File: src/rtl/fft_pkg.sv
// Shared FFT constants, sample types and the bit-reversal helper used by the
// FFT_32 core, the output serializer and bench models.
package fft_pkg;

  localparam int INT     = 4;
  localparam int DEC     = 4;
  localparam int W       = INT + DEC;
  localparam int NPT     = 32;
  localparam int LOG2NPT = $clog2(NPT);

  typedef logic signed [W-1:0] sample_t;

  typedef struct packed {
    sample_t re;
    sample_t im;
  } cplx_t;

  typedef enum logic {
    IDLE,
    STREAM
  } ser_state_t;

  function automatic logic [LOG2NPT-1:0] bitrev(input logic [LOG2NPT-1:0] k);
    logic [LOG2NPT-1:0] r;
    for (int i = 0; i < LOG2NPT; i++) begin
      r[i] = k[LOG2NPT-1-i];
    end
    return r;
  endfunction

endpackage

File: src/rtl/fft_frame_bank.sv
// One capture bank of the serializer's ping-pong buffer: whole-frame load,
// per-bin read mux and a full flag that is set on load and cleared on drain.
module fft_frame_bank
  import fft_pkg::*;
(
  input  logic               clk,
  input  logic               rst,
  input  logic               load,
  input  logic               clear,
  input  logic [NPT*W-1:0]   real_in,
  input  logic [NPT*W-1:0]   imag_in,
  input  logic [LOG2NPT-1:0] rd_addr,
  output logic               full,
  output logic [W-1:0]       rd_real,
  output logic [W-1:0]       rd_imag
);

  logic [NPT*W-1:0] real_q;
  logic [NPT*W-1:0] imag_q;

  // The flag alone marks a bank as empty, so sample storage needs no reset.
  always_ff @(posedge clk or posedge rst) begin
    if (rst) begin
      full <= 1'b0;
    end else if (load) begin
      full <= 1'b1;
    end else if (clear) begin
      full <= 1'b0;
    end
  end

  always_ff @(posedge clk) begin
    if (load) begin
      real_q <= real_in;
      imag_q <= imag_in;
    end
  end

  assign rd_real = real_q[rd_addr*W +: W];
  assign rd_imag = imag_q[rd_addr*W +: W];

endmodule

File: src/rtl/fft_out_serializer.sv
// Ping-pong frame capture of FFT_32 Xk output, streamed one bin per beat.
// Define FFT_SER_BITREV_EN to read stored bins in bit-reversed order.
module fft_out_serializer
  import fft_pkg::*;
#(
  parameter int DCNT_W = 8
) (
  input  logic               clk,
  input  logic               rst,
  input  logic [NPT*W-1:0]   xk_real,
  input  logic [NPT*W-1:0]   xk_imag,
  input  logic               xk_valid,
  output logic               xk_ready,
  output logic [W-1:0]       s_real,
  output logic [W-1:0]       s_imag,
  output logic [LOG2NPT-1:0] s_index,
  output logic               s_valid,
  output logic               s_last,
  input  logic               s_ready,
  output logic [DCNT_W-1:0]  drop_cnt,
  output logic               overflow
);

  ser_state_t         state;
  ser_state_t         state_next;
  logic               wr_sel;
  logic               rd_sel;
  logic               rd_sel_next;
  logic [1:0]         full;
  logic [1:0]         load;
  logic [1:0]         clear;
  logic               capture;
  logic               drop;
  logic               clear_rd;
  logic               load_out;
  logic               next_sel;
  logic [LOG2NPT-1:0] next_idx;
  logic [LOG2NPT-1:0] rd_addr;
  logic [W-1:0]       bank_real [2];
  logic [W-1:0]       bank_imag [2];

  assign xk_ready = !full[wr_sel];
  assign capture  = xk_valid && xk_ready;
  assign drop     = xk_valid && !xk_ready;

  for (genvar b = 0; b < 2; b++) begin : g_bank
    assign load[b]  = capture && (wr_sel == 1'(b));
    assign clear[b] = clear_rd && (rd_sel == 1'(b));

    fft_frame_bank u_bank (
      .clk     (clk),
      .rst     (rst),
      .load    (load[b]),
      .clear   (clear[b]),
      .real_in (xk_real),
      .imag_in (xk_imag),
      .rd_addr (rd_addr),
      .full    (full[b]),
      .rd_real (bank_real[b]),
      .rd_imag (bank_imag[b])
    );
  end

`ifdef FFT_SER_BITREV_EN
  assign rd_addr = bitrev(next_idx);
`else
  assign rd_addr = next_idx;
`endif

  always_ff @(posedge clk or posedge rst) begin
    if (rst) begin
      state  <= IDLE;
      rd_sel <= 1'b0;
    end else begin
      state  <= state_next;
      rd_sel <= rd_sel_next;
    end
  end

  // Pick the bank/bin for the next beat; the other bank's bin 0 follows a
  // last beat directly so back-to-back frames stream without a bubble.
  always_comb begin
    state_next  = state;
    rd_sel_next = rd_sel;
    clear_rd    = 1'b0;
    load_out    = 1'b0;
    next_sel    = rd_sel;
    next_idx    = '0;
    case (state)
      IDLE: begin
        if (full[rd_sel]) begin
          state_next = STREAM;
          load_out   = 1'b1;
        end
      end
      STREAM: begin
        if (s_ready) begin
          if (s_index == LOG2NPT'(NPT - 1)) begin
            clear_rd    = 1'b1;
            rd_sel_next = !rd_sel;
            if (full[!rd_sel]) begin
              load_out = 1'b1;
              next_sel = !rd_sel;
            end else begin
              state_next = IDLE;
            end
          end else begin
            load_out = 1'b1;
            next_idx = s_index + LOG2NPT'(1);
          end
        end
      end
      default: state_next = IDLE;
    endcase
  end

  always_ff @(posedge clk or posedge rst) begin
    if (rst) begin
      s_valid <= 1'b0;
      s_last  <= 1'b0;
      s_index <= '0;
      s_real  <= '0;
      s_imag  <= '0;
    end else begin
      s_valid <= (state_next == STREAM);
      if (load_out) begin
        s_real  <= bank_real[next_sel];
        s_imag  <= bank_imag[next_sel];
        s_index <= next_idx;
        s_last  <= (next_idx == LOG2NPT'(NPT - 1));
      end else if (state_next == IDLE) begin
        s_last <= 1'b0;
      end
    end
  end

  always_ff @(posedge clk or posedge rst) begin
    if (rst) begin
      wr_sel   <= 1'b0;
      drop_cnt <= '0;
      overflow <= 1'b0;
    end else begin
      if (capture) begin
        wr_sel <= !wr_sel;
      end
      if (drop) begin
        overflow <= 1'b1;
        if (drop_cnt != '1) begin
          drop_cnt <= drop_cnt + DCNT_W'(1);
        end
      end
    end
  end

endmodule

File: config.mk
export PLATFORM = sky130hd
export DESIGN_NAME = fft_out_serializer
export DESIGN_NICKNAME = d
export VERILOG_FILES = /design/src/rtl/fft_pkg.sv /design/src/rtl/fft_frame_bank.sv /design/src/rtl/fft_out_serializer.sv
export SDC_FILE = /design/constraint.sdc
export NUM_CORES = 1
export LEC_CHECK = 0
export BUFFER_PORTS_ARGS = -buffer_cell sky130_fd_sc_hd__buf_2
export CAP_MARGIN = 20
export CORE_MARGIN = 2
export CORE_UTILIZATION = 50
export CTS_BUF_LIST = sky130_fd_sc_hd__clkbuf_4 sky130_fd_sc_hd__clkbuf_8
export CTS_CLUSTER_DIAMETER = 100
export DETAILED_ROUTE_END_ITERATION = 7
export GPL_TIMING_DRIVEN = 0
export PLACE_DENSITY_LB_ADDON = 0.25
export SETUP_SLACK_MARGIN = 0.5
export SYNTH_ARGS = -nofsm -noshare
export SYNTH_HDL_FRONTEND = slang
export SYNTH_SLANG_ARGS = --single-unit
File: constraint.sdc
create_clock -name clk -period 53.3 [get_ports clk]
set_input_delay 7.995 -clock clk [delete_from_list [all_inputs] [get_ports clk]]
set_output_delay 7.995 -clock clk [all_outputs]
set_load 0.01 [all_outputs]
# After elaboration in Yosys (flattened, before gate mapping)
# Cells that the tools add are included.
# totals
ram_bits,0
rom_bits,0
latch_bits,0
wordCells,81
out_inout_bits,33
inputBits,516
ff_bits,1060
mem_count,0
# classes
n_div,0
mul,0
n_bitwise,4
add_sub_neg,2
n_lt_le_gt_ge,4
n_mux,35
n_eq_ne,4
shift,4
reduce_logical,13
# op_table
operator,n
variable part select 256 x 9 -> 8 bit,4
two-way mux 8 bit,6
two-way mux 1 bit,24
two-way mux 5 bit,3
"equality test 5 bit, second input constant",2
"adder 8 x 1 -> 8 bit, second input constant",1
"inequality test 8 bit, second input constant",1
logical AND 1 bit,6
"< comparator 1 x 2 -> 1 bit, second input constant",3
"adder 5 x 1 -> 5 bit, second input constant",1
one-hot mux 1 bit (2 select lines),2
nonzero test 2 bit,2
logical NOT 1 bit,3
NOT 1 bit,3
AND reduction 3 bit,1
"greater-or-equal comparator 2 bit, second input constant",1
"inequality test 2 x 1 -> 1 bit, second input constant",1
NOT 1 -> 2 bit,1
AND reduction 2 bit,1

# Longest topological paths before layout
# logic_depth
ltp_word,11
depth_mapped,15
mapped_depth_nobuf,10

# By module
# A second synthesis with hierarchy kept.
# hier_totals
cells_unflattened,2322
area_unflattened_um2,42001.5
# modules_own_cells
mod,area_per_inst_um2,cells_per_inst,seq_area_each_um2,n_inst
fft_frame_bank,20043.0,1085,15399.8,2
fft_out_serializer,1915.6,152,850.8,1

# Worst setup path before layout
# OpenSTA, ideal clock, no wires.
# synth_timing
path_type,input to register
startpoint,in xk_valid
endpoint,"reg g_bank[0].u_bank.imag_q[0], enable pin"
setup_time_ps,2122
path_stages,1
t_arrival_ps,44367
required_time_ps,51179
path_buffers,0
slack_ps,6812
cell_sequence,nor3b_1
# synth_via
elab_chain_len,2
# synth_rtl
item,line,text
start: declaration,fft_out_serializer.sv:12,"input logic xk_valid,"
logical AND 1 bit,fft_out_serializer.sv:43,assign capture = xk_valid && xk_ready;
logical AND 1 bit,fft_out_serializer.sv:47,assign load[b] = capture && (wr_sel == 1'(b));
end signal: assignment,fft_frame_bank.sv:35,imag_q <= imag_in;
end: declaration,fft_frame_bank.sv:19,logic [NPT*W-1:0] imag_q;
# Every way passes these cells.
# A chain may end at the register's enable or synchronous reset.

# Worst setup path in the final report
# layout_timing
startpoint,in s_ready
endpoint,reg s_real[6]
# layout_via
elab_chain_len,6
word_cells_on_any_way,12
cone_classes,shift: 2; mux: 9; bitwise: 1
# layout_rtl
item,line,text
start: declaration,fft_out_serializer.sv:19,"input logic s_ready,"
two-way mux 5 bit / two-way mux 1 bit (equally long branches),fft_out_serializer.sv:97,if (s_ready) begin
two-way mux 5 bit / two-way mux 1 bit (equally long branches),fft_out_serializer.sv:89,case (state)
variable part select 256 x 9 -> 8 bit / NOT 1 -> 2 bit (equally long branches),"fft_frame_bank.sv:39, fft_out_serializer.sv:127",
two-way mux 8 bit (not written as such) (3 in a row),fft_out_serializer.sv:127,s_real <= bank_real[next_sel];
end signal: assignment,fft_out_serializer.sv:127,
end: declaration,fft_out_serializer.sv:14,"output logic [W-1:0] s_real,"
# Parallel ways exist; a longest one is shown, timed or not. The select of a mux whose other input is x is not followed.

==> summary.txt <==
Outcome
  – Status: completed

Setup path
  – CP dominant cell by count: clkbuf_1
  – CP top delay family: compound AO/OA/AOI/OAI gates
  – CP endpoint kind: flip-flop
  – Critical path cell sequence: buf_2, nand3_2, clkbuf_1, clkbuf_1, o211a_1, a211oi_1, o21ai_0, o2111a_1, o32ai_1, a31oi_1
  – Startpoint types: primary input
  – Worst path max stage delay: 0.53 ns
  – Critical path type: in -> reg
  – Worst path arrival time: 11.29 ns
  – Critical Path RT: 53.98 ns
  – Bufs and invs on worst path: 3
  – Worst-path fanout max: 10
  – Max stage delay cell, worst path: o32ai_1

Synthesis
  – Flop and latch count out of synthesis: 1060
  – Mapped Cells: 2641
  – Synth unique cells: 62
  – Predominant post-synthesis flop cell: edfxtp_1
  – Sequential area share after synthesis: 75.1%
  – Asr flop ratio synth: 3.40%
  – Top cell type's share of synthesized area: 73.0%
  – Yosys Warn Count: 0
  – Post-Syn Area: 0.0421 mm²
  – Avg Cell Area, Syn: 15.9 µm²
  – Top-count cell post-synth: edfxtp_1
  – Area contributors post-synth: edfxtp_1 73%, nand2_1 2.8%, mux2i_1 2.8%, dfrtp_1 2.1%, o211a_1 2.0%
  – Cell taking the most area after synthesis: edfxtp_1
  – Top cells by count, synth: 1024 x edfxtp_1, 317 x nand2_1, 116 x mux2i_1, 103 x clkbuf_1, 85 x o211a_1
  – Syn_nets: 3161
  – Post-synth EDFFs: 1024

Layout
  – Layout cell share with drive strength beyond 1: 27.9%
  – Area grow syn2layout: 19.7%
  – Fin nets: 3941
  – # fillers: 6415
  – Final Non-Filler Cells: 4684

Die
  – Die area: 0.0866 mm²
  – Die Y: 294 µm
  – # rows: 106
  – Core Area: 0.0836 mm²
  – Initial Utilization: 50.4%
  – I/O pin count: 549
  – Chip Width: 294 µm

Placed design
  – Placed Instances: 4327
  – # port buffers: 548
  – Post-DP HPWL: 105000 µm
  – Place WS: 41.95 ns
  – Gp weighted congestion: 0.945

Timing
  – Hold Vio Cnt, Final: 0
  – Worst rel slew slack: 21.9%
  – Final setup fails: 0
  – F_max: 94.3 MHz
  – Worst slew pin tran: 1.17 ns
  – Max-slew violations: 0
  – RSZ-0062 raised after global routing: false
  – Fin crit share: 19.9%
  – Final worst setup slack: 42.70 ns
  – Worst Skew: 0.0436 ns
  – Min Clock Period, post-route: 10.60 ns

GRT
  – Grt ovf: 0
  – Global-route wire length before repair: 194000 µm
  – All-Layer GR Usage: 32.1%
  – Largest net degree at the start of global routing: 123
  – Initial antenna violation count: 83
  – Vias in the first global route: 28338

Clocking
  – Clock buffer depth: 3
  – Latest clock arrival within the worst-skew pair: 0.86 ns
  – Root Driver: clkbuf_8
  – Postcts setup bufs: 0
  – Clk sinks: 1060
  – CTS tree: built
  – Clock slew at reported path FFs: 0.06 ns
  – H-tree levels: 4
  – Post-CTS Hold Fix Bufs: 0
  – Clock buffer count from CTS: 172
  – Post_cts resized: 0

Pwr
  – Pleak: 0.0188 µW
  – VDD IR max: 0.0000232 V
  – PD cells: 38.0 mW/mm²

Route
  – # DRC: 0
  – WL final: 141000 µm
  – Met1 Wirelength: 51400 µm
  – Number of routed nets with antenna violations: 0
  – Wire length per cell: 30.2 µm
  – Vias per std cell: 6.18
  – TritonRoute pass-1 iters: 6
  – Via count: 28948
  – WL met3: 15100 µm
  – Starting DRT DRC Count: 3312
  – Top sig layer: met5
  – Met2 WL: 68200 µm

Worst hold path
  – HP Class: reg -> reg

Run
  – Max Cap Violations: 0
[metal layers]
metal,global-route usage [%],up-vias
met5,0,-
met4,14.9,60
met3,10.1,353
met2,51.7,1598
met1,39.6,14527
li1,-,12410
[layout by cell type, fill, tap and decap left out, types with 40 or more instances in the layout]
cell type and count:
o21ai_0 69, buf_2 620, nand2_1 317, o211a_1 85, a21oi_1 67, mux2i_1 116, diode_2 54, a221o_1 48
clkinv_1 41, o211ai_1 53, nand3_1 76, edfxtp_1 1024, buf_6 50, a211oi_1 82, clkbuf_1 103, a32oi_1 40
a221oi_1 77, clkbuf_4 60, clkbuf_8 180
[sequential cells by signal (all words and copies together) (netlist names)]
signal / cells
g_bank.u_bank.imag_q: 512
g_bank.u_bank.real_q: 512
drop_cnt: 8
s_imag: 8
s_real: 8
s_index: 5
g_bank.u_bank.full: 2
overflow: 1
rd_sel: 1
s_last: 1
s_valid: 1
wr_sel: 1
[cells by family (layout without fill, tap and decap cells)]
group / count (synthesis) / count (layout) / synth area share, %
mux: 133 / 133 / 3.21
other cells: 0 / 54 / 0
compound gates: 724 / 724 / 13.6
simple gates: 494 / 494 / 5.32
buf+inv: 215 / 1124 / 2.34
fa+ha+maj: 4 / 4 / 0.119
xor+xnor: 11 / 11 / 0.229
flops: 1060 / 1060 / 75.1
[path summary, 6_finish.rpt]
kind | startpoint | endpoint | slack [ns] | depth (start not counted)
hold reg to reg | overflow | overflow | 0.47 | 1
setup reg to reg | s_index[0] | s_real[6] | 48.70 | 13
hold / removal | overflow | overflow | 0.47 | 1
min in group asynchronous | rst | overflow | 7.06 | 2
max in group asynchronous | rst | s_real[4] | 45.73 | 3
setup / recovery | s_ready | s_real[6] | 42.70 | 10
[final cells by class]
cell class | count | area (µm²) | share of cell area (%)
tap | 1080 | 1350 | 2.68
multi-input combinational | 1366 | 9490 | 18.8
timing repair buffer | 606 | 3490 | 6.92
clock buffer | 240 | 2930 | 5.81
sequential | 1060 | 31700 | 62.8
inverter | 7 | 33.8 | 0.0670
antenna | 54 | 135 | 0.268
clock inverter | 63 | 395 | 0.784
buffer | 208 | 957 | 1.90
[where the power goes]
part | total (µW) | internal [µW] | switching [µW]
Combinational | 210 | 65.1 | 145
Sequential | 1020 | 994 | 22.1
Clock | 689 | 368 | 320
[metrics by stage]
step	hold slack [ns]	TNS [ns]	util [%]	total power, µW	instance area (µm²)
after floorplan	0.504	0	-	1190	42100
after global placement	0.446	-6334.06	55.3	1320	46200
after detailed placement	0.456	0	56.2	1240	47000
after CTS	0.474	0	60.2	1920	50300
after global routing	0.491	0	60.3	1970	50400
final	0.469	0	60.4	1910	50400
(Power assumes the default switching activity.)
